<file path="src/rtl/mem_stage_lsu.sv">
// mem_stage_lsu -- memory stage of the dual-issue pipeline.
//
// Holds the issue group handed over by the execute stage. It performs the
// first lane's load or store over a req/addr_ok/data_ok data-SRAM bus. It
// aligns and extends returned load data and flags misaligned addresses as
// AdEL/AdES. While a bus transaction is outstanding it holds the pipeline.
// The second lane never touches memory and only passes through.
//
// Ports
//   clk, resetn        clock, synchronous active-low reset
//   flush              kill the instruction held in this stage
//   in_*               issue group from EX (captured while mem_stall=0)
//   mem_stall          stage busy, upstream must hold its outputs
//   wb_*               results toward write-back, qualified by wb_valid
//   data_*             data-SRAM bus (one outstanding transaction at most)

module mem_stage_lsu #(
  parameter int EXP_ADEL_BIT = 4,
  parameter int EXP_ADES_BIT = 5
) (
  input  logic        clk,
  input  logic        resetn,
  input  logic        flush,
  input  logic        in_valid,
  input  logic [3:0]  in_mem_op,
  input  logic [31:0] in_addr,
  input  logic [31:0] in_store_data,
  input  logic [31:0] in_out_second,
  input  logic [13:0] in_exp_first,
  input  logic [13:0] in_exp_second,
  input  logic [31:0] in_pc_first,
  output logic        mem_stall,
  output logic        wb_valid,
  output logic [31:0] wb_first_data,
  output logic [31:0] wb_second_data,
  output logic [13:0] wb_exp_first,
  output logic [13:0] wb_exp_second,
  output logic [31:0] wb_pc_first,
  output logic [31:0] wb_badvaddr,
  output logic        data_req,
  output logic        data_wr,
  output logic [1:0]  data_size,
  output logic [31:0] data_addr,
  output logic [31:0] data_wdata,
  input  logic        data_addr_ok,
  input  logic        data_data_ok,
  input  logic [31:0] data_rdata
);

  localparam logic [3:0] OP_NONE = 4'd0;
  localparam logic [3:0] OP_LB   = 4'd1;
  localparam logic [3:0] OP_LBU  = 4'd2;
  localparam logic [3:0] OP_LH   = 4'd3;
  localparam logic [3:0] OP_LHU  = 4'd4;
  localparam logic [3:0] OP_LW   = 4'd5;
  localparam logic [3:0] OP_SB   = 4'd6;
  localparam logic [3:0] OP_SH   = 4'd7;
  localparam logic [3:0] OP_SW   = 4'd8;

  typedef enum logic [2:0] {
    IDLE  = 3'd0,
    REQ   = 3'd1,
    WAIT  = 3'd2,
    DONE  = 3'd3,
    DRAIN = 3'd4
  } state_t;

  state_t      state_q, state_d;
  logic        valid_q, valid_d;
  logic [3:0]  mem_op_q, mem_op_d;
  logic [31:0] addr_q, addr_d;
  logic [31:0] store_data_q, store_data_d;
  logic [31:0] out_second_q, out_second_d;
  logic [13:0] exp_first_q, exp_first_d;
  logic [13:0] exp_second_q, exp_second_d;
  logic [31:0] pc_q, pc_d;
  logic [31:0] badvaddr_q, badvaddr_d;
  logic [31:0] rdata_q, rdata_d;

  logic        capture;
  logic        adel;
  logic        ades;
  logic [13:0] exp_new;
  logic        start_mem;

  // Loads return a byte/half/word picked out of the 32-bit bus word by the
  // low address bits (little-endian), then sign- or zero-extended.
  function automatic logic [31:0] align_load(input logic [3:0]  op,
                                             input logic [1:0]  a,
                                             input logic [31:0] rdata);
    logic [31:0] shifted;
    shifted = rdata >> {a, 3'b000};
    case (op)
      OP_LB:   align_load = {{24{shifted[7]}}, shifted[7:0]};
      OP_LBU:  align_load = {24'd0, shifted[7:0]};
      OP_LH:   align_load = {{16{shifted[15]}}, shifted[15:0]};
      OP_LHU:  align_load = {16'd0, shifted[15:0]};
      default: align_load = rdata;
    endcase
  endfunction

  function automatic logic [1:0] op_size(input logic [3:0] op);
    case (op)
      OP_LB, OP_LBU, OP_SB: op_size = 2'd0;
      OP_LH, OP_LHU, OP_SH: op_size = 2'd1;
      default:              op_size = 2'd2;
    endcase
  endfunction

  function automatic logic is_load(input logic [3:0] op);
    is_load = (op == OP_LB) || (op == OP_LBU) || (op == OP_LH) ||
              (op == OP_LHU) || (op == OP_LW);
  endfunction

  // A new issue group can only enter while nothing is outstanding on the
  // bus. Address errors are folded into the exception vector as it is
  // captured. That way, a faulting access never reaches the bus.
  always_comb begin
    capture = (state_q == IDLE) || (state_q == DONE);
    adel = ((in_mem_op == OP_LH || in_mem_op == OP_LHU) && in_addr[0]) ||
           ((in_mem_op == OP_LW) && (in_addr[1:0] != 2'b00));
    ades = ((in_mem_op == OP_SH) && in_addr[0]) ||
           ((in_mem_op == OP_SW) && (in_addr[1:0] != 2'b00));
    exp_new = in_exp_first;
    exp_new[EXP_ADEL_BIT] = in_exp_first[EXP_ADEL_BIT] | adel;
    exp_new[EXP_ADES_BIT] = in_exp_first[EXP_ADES_BIT] | ades;
    start_mem = capture && in_valid && !flush &&
                (in_mem_op != OP_NONE) && (exp_new == 14'd0);
  end

  // State register and stage register.
  always_ff @(posedge clk) begin
    if (!resetn) begin
      state_q      <= IDLE;
      valid_q      <= 1'b0;
      mem_op_q     <= 4'd0;
      addr_q       <= 32'd0;
      store_data_q <= 32'd0;
      out_second_q <= 32'd0;
      exp_first_q  <= 14'd0;
      exp_second_q <= 14'd0;
      pc_q         <= 32'd0;
      badvaddr_q   <= 32'd0;
      rdata_q      <= 32'd0;
    end else begin
      state_q      <= state_d;
      valid_q      <= valid_d;
      mem_op_q     <= mem_op_d;
      addr_q       <= addr_d;
      store_data_q <= store_data_d;
      out_second_q <= out_second_d;
      exp_first_q  <= exp_first_d;
      exp_second_q <= exp_second_d;
      pc_q         <= pc_d;
      badvaddr_q   <= badvaddr_d;
      rdata_q      <= rdata_d;
    end
  end

  // Next-state logic. A flush landing in the same cycle as the bus handshake
  // is resolved by what the bus has already seen. If the request was
  // accepted, its data_ok must still be drained. If the data has already
  // arrived, there is nothing left to drain.
  always_comb begin
    state_d = state_q;
    case (state_q)
      IDLE, DONE: state_d = start_mem ? REQ : IDLE;
      REQ: begin
        if (data_addr_ok)
          state_d = flush ? DRAIN : WAIT;
        else if (flush)
          state_d = IDLE;
      end
      WAIT: begin
        if (data_data_ok)
          state_d = flush ? IDLE : DONE;
        else if (flush)
          state_d = DRAIN;
      end
      DRAIN: begin
        if (data_data_ok)
          state_d = IDLE;
      end
      default: state_d = IDLE;
    endcase
  end

  // Stage register update: full capture when not stalled. Otherwise the
  // held instruction stays put. It is only invalidated by a flush, or it
  // picks up its aligned load data.
  always_comb begin
    valid_d      = valid_q;
    mem_op_d     = mem_op_q;
    addr_d       = addr_q;
    store_data_d = store_data_q;
    out_second_d = out_second_q;
    exp_first_d  = exp_first_q;
    exp_second_d = exp_second_q;
    pc_d         = pc_q;
    badvaddr_d   = badvaddr_q;
    rdata_d      = rdata_q;
    if (capture) begin
      valid_d      = in_valid && !flush;
      mem_op_d     = in_mem_op;
      addr_d       = in_addr;
      store_data_d = in_store_data;
      out_second_d = in_out_second;
      exp_first_d  = exp_new;
      exp_second_d = in_exp_second;
      pc_d         = in_pc_first;
      badvaddr_d   = (adel || ades) ? in_addr : 32'd0;
      rdata_d      = 32'd0;
    end else begin
      if (flush)
        valid_d = 1'b0;
      if (state_q == WAIT && data_data_ok)
        rdata_d = align_load(mem_op_q, addr_q[1:0], data_rdata);
    end
  end

  // Outputs. Bus fields are zero unless a request is actually presented.
  // Store data is replicated across byte lanes, so the memory can pick
  // whichever lanes the address selects.
  always_comb begin
    mem_stall  = (state_q == REQ) || (state_q == WAIT) || (state_q == DRAIN);
    data_req   = (state_q == REQ);
    data_wr    = 1'b0;
    data_size  = 2'd0;
    data_addr  = 32'd0;
    data_wdata = 32'd0;
    if (data_req) begin
      data_wr   = !is_load(mem_op_q);
      data_size = op_size(mem_op_q);
      data_addr = addr_q;
      case (mem_op_q)
        OP_SB:   data_wdata = {4{store_data_q[7:0]}};
        OP_SH:   data_wdata = {2{store_data_q[15:0]}};
        default: data_wdata = store_data_q;
      endcase
    end
    wb_valid = valid_q && !flush &&
               ((state_q == DONE) ||
                ((state_q == IDLE) &&
                 ((mem_op_q == OP_NONE) || (exp_first_q != 14'd0))));
    wb_first_data  = is_load(mem_op_q) ? rdata_q : addr_q;
    wb_second_data = out_second_q;
    wb_exp_first   = exp_first_q;
    wb_exp_second  = exp_second_q;
    wb_pc_first    = pc_q;
    wb_badvaddr    = badvaddr_q;
  end

endmodule

</file>
<file path="config.mk">
export PLATFORM = sky130hd
export DESIGN_NAME = mem_stage_lsu
export DESIGN_NICKNAME = d
export VERILOG_FILES = /design/src/rtl/mem_stage_lsu.sv
export SDC_FILE = /design/constraint.sdc
export NUM_CORES = 1
export LEC_CHECK = 0
export BUFFER_PORTS_ARGS = -buffer_cell sky130_fd_sc_hd__buf_2
export CAP_MARGIN = 20
export CORE_AREA = 2 2 166 168
export CTS_CLUSTER_DIAMETER = 200
export DETAILED_ROUTE_END_ITERATION = 10
export DIE_AREA = 0 0 168 170
export GPL_ROUTABILITY_DRIVEN = 0
export PLACE_DENSITY = 0.61
export RECOVER_POWER = 25
export SLEW_MARGIN = 5
export SYNTH_ARGS = -nofsm -noshare
export SYNTH_HDL_FRONTEND = slang
export SYNTH_SLANG_ARGS = --single-unit
</file>
<file path="constraint.sdc">
create_clock -name clk -period 3 [get_ports clk]
set_input_delay 0.6 -clock clk [delete_from_list [all_inputs] [get_ports clk]]
set_output_delay 0.6 -clock clk [all_outputs]
set_load 0.05 [all_outputs]
</file>
==> impl_metrics.yaml <==
status:
  status: "completed"
synth:
  ys.flop_type: "dfxtp_1"
  yosysWarnings: 0
  synthCells: 1282
  syn_area_per_cell_um2: 7.70
  yosys-top-cells-area: "dfxtp_1 (46%), nand2_1 (15%), a21oi_1 (12%)"
  yosysSeqAreaShare_pct: 46.2
  synth-edff-count: 0
  synth_seq_cells: 228
  synth_nets: 1480
  synthArstFlopShare_pct: 0
  ys_types: 50
  yosys.area.top_type: "dfxtp_1"
  yosys.area.top_type_share_pct: 46.2
  synth.most_common_cell: "nand2_1"
  synth_common_cells: "nand2_1 (405), a21oi_1 (243), dfxtp_1 (228)"
  syn_area_um2: 9880
flow_run:
  max_cap_viol_count: 0
detailed_routing:
  wl_per_cell_um: 19.0
  first_pass_iters: 5
  ant_nets: 0
  drc_errors: 0
  drt_wl_total_um: 38000
  routed_via_density: 5.19
  drt_iter0_markers: 755
  vias: 10400
global_route:
  first_global_vias: 9855
  use_met2_pct: 43.9
  grtUsageMet3_pct: 6.84
  grt_util_met1_pct: 30.9
  grt_overflow: 0
  antenna_found_initial: 4
  grt_max_degree: 195
  busiest_layer: "met2"
  grt_pass1_wl_um: 57300
  grt_use_total_pct: 25.3
power_and_ir_drop:
  pwr-share-clk_pct: 41.6
  powerDensity_nw_per_um2: 564
  switching_share_pct: 28.2
  power_frac_seq_pct: 44.5
  p_int_w: 0.00527
  p_comb_share_pct: 13.9
  p_switching_w: 0.00207
  report.power.total_w: 0.00734
  p_leak_nw: 5.78
  ir_drop_mv: 0.586
cts:
  cts_inserted_buffers: 26
  cts_tree: "done"
  cts-root-buf: "clkbuf_16"
  htree_levels: 1
  clk_path_buf_depth: 3
  clk_pin_slew_ns: 0.06
  cts_sinks: 228
  insertion_delay_ns: 0.53
  cts_hold_buf: 0
sta:
  rsz0062_at_grt: "false"
  tightest_slew_ns: 0.989
  setup_viol: 0
  fmax_mhz: 352
  hold-worst-slack_ns: 0.302
  hold_viol_final: 0
  worst_slew_margin_rel_pct: 34.1
  tns_ns: 0
  fin_worst_skew_ns: 0.0112
  period_minus_slack_ns: 2.84
  period_share_pct: 94.8
  report.final.slew_viol_count: 0
floorplanning:
  coreArea_um2: 26700
  die_w_um: 168
  fp.dieH_um: 170
  ios: 424
  fp.dieArea_um2: 28600
  num_rows: 60
  initial_core_util_pct: 37.1
worst_hold_path:
  whs_path_depth: 3
  hold_class: "in2reg"
placement:
  placed_area_um2: 12300
  dpl.hpwl_um: 27500
  port_buffers: 423
critical_path:
  crit_fanout: 43
  crit_slowest_cell: "or3b_2"
  path_class: "reg2out"
  arrival_ns: 2.24
  required_ns: 2.40
  end_kind: "output port"
  r2r_cells: 5
  crit_chain: "or3b_2 -> inv_1 -> buf_12 -> and2_1 -> buf_2"
  crit_path_start_kind: "register"
  cpPeakStageDelay_ns: 0.51
  reg2reg_slack_ns: 0.79
finish:
  fin_area_um2: 13000
  fin_util_pct: 48.8
  areaGrowthSynthToFinish_pct: 31.7
  drive_gt1_share_pct: 25.6
  fin_nets: 1841
  fillers: 2825
-- power by group through the flow --
stage          clock network [W]  logic [W]  registers [W]
6_report                 0.00306    0.00102        0.00327
5_1_grt                  0.00325    0.00109        0.00328
4_1_cts                  0.00311    0.00104        0.00327
3_5_place_dp                   0    0.00104        0.00333
3_3_place_gp                   0    0.00102        0.00333
2_1_floorplan                  0   0.000408        0.00357
-- final cells by class --
cell class              count  area [µm²]  share of cell area, %
flip-flops and latches    228        4570                   35.1
clock inverters             5        27.5                  0.212
inverters                  11        46.3                  0.356
diodes                      2        5.00                 0.0385
well taps                 341         427                   3.28
multi-input cells         932        4900                   37.7
repair buffers            444        2250                   17.3
clock buffers              40         795                   6.11
-- repair_timing --
action,in CTS,in global routing
buffers inserted,0,0
setup endpoints to repair,35,6
cloned,0,0
gates resized for setup,3,3
-- cells in the final DEF (no fill, tap or decap), drive strengths merged, types with 2 or more instances in the layout --
cell / count
a211oi: 15
a21oi: 243
a31oi: 10
and2: 41
buf: 332
clkbuf: 152
clkinv: 4
dfxtp: 228
diode: 2
inv: 11
mux2: 32
mux2i: 19
nand2: 405
nand2b: 10
nand3: 2
nand3b: 4
nor2: 18
nor2b: 12
nor3: 5
nor4: 7
o211ai: 32
o21a: 3
o21ai: 28
o22ai: 9
o2bb2ai: 7
o32ai: 2
or2: 3
or3: 3
or3b: 3
or4: 2
or4b: 2
-- worst paths after layout --
path,from,end
max,state_q[2]$_SDFFE_PN0P_,data_addr[0]
max reg2reg,state_q[1]$_SDFFE_PN0P_,wb_badvaddr[22]$_SDFFE_PN0P_
min reg2reg,wb_exp_second[8]$_SDFFE_PN0P_,wb_exp_second[8]$_SDFFE_PN0P_
min,in_pc_first[15],wb_pc_first[15]$_SDFFE_PN0P_
-- routing by layer --
metal | up-vias | routed length, µm
met2 | 423 | 18200
met4 | 2 | 1120
met1 | 4863 | 15600
met5 | - | 13
met3 | 71 | 3040
li1 | 5038 | -
-- cell families after synthesis --
kind of cell    after synthesis  synth area share (%)
xor+xnor                      2                 0.177
mux                          52                  5.80
flops                       228                  46.2
buf+inv                     122                  5.04
compound gates              354                  20.0
simple gates                524                  22.8
-- flip-flops by register name, summed over array words and instances, names as in the netlist, 14 cells and up --
register        cells
addr_q             32
rdata_q            32
store_data_q       32
wb_badvaddr        32
wb_pc_first        32
wb_second_data     32
wb_exp_first       14
wb_exp_second      14
-- through the flow --
stage               setup WS, ns  std cells
floorplan                 0.0729       1282
global placement           0.581       1956
detailed placement         0.530       1956
CTS                       0.0989       2001
global route              0.0461       2001
finish                     0.156       2003
-- critical path: cells and delay by family (launching register included) --
family / cells / cell delay (ns)
simple gates: 2 / 0.72
buf+inv: 3 / 0.60
flops: 1 / 0.39
No activity file was read; power rests on OpenSTA's default activity.
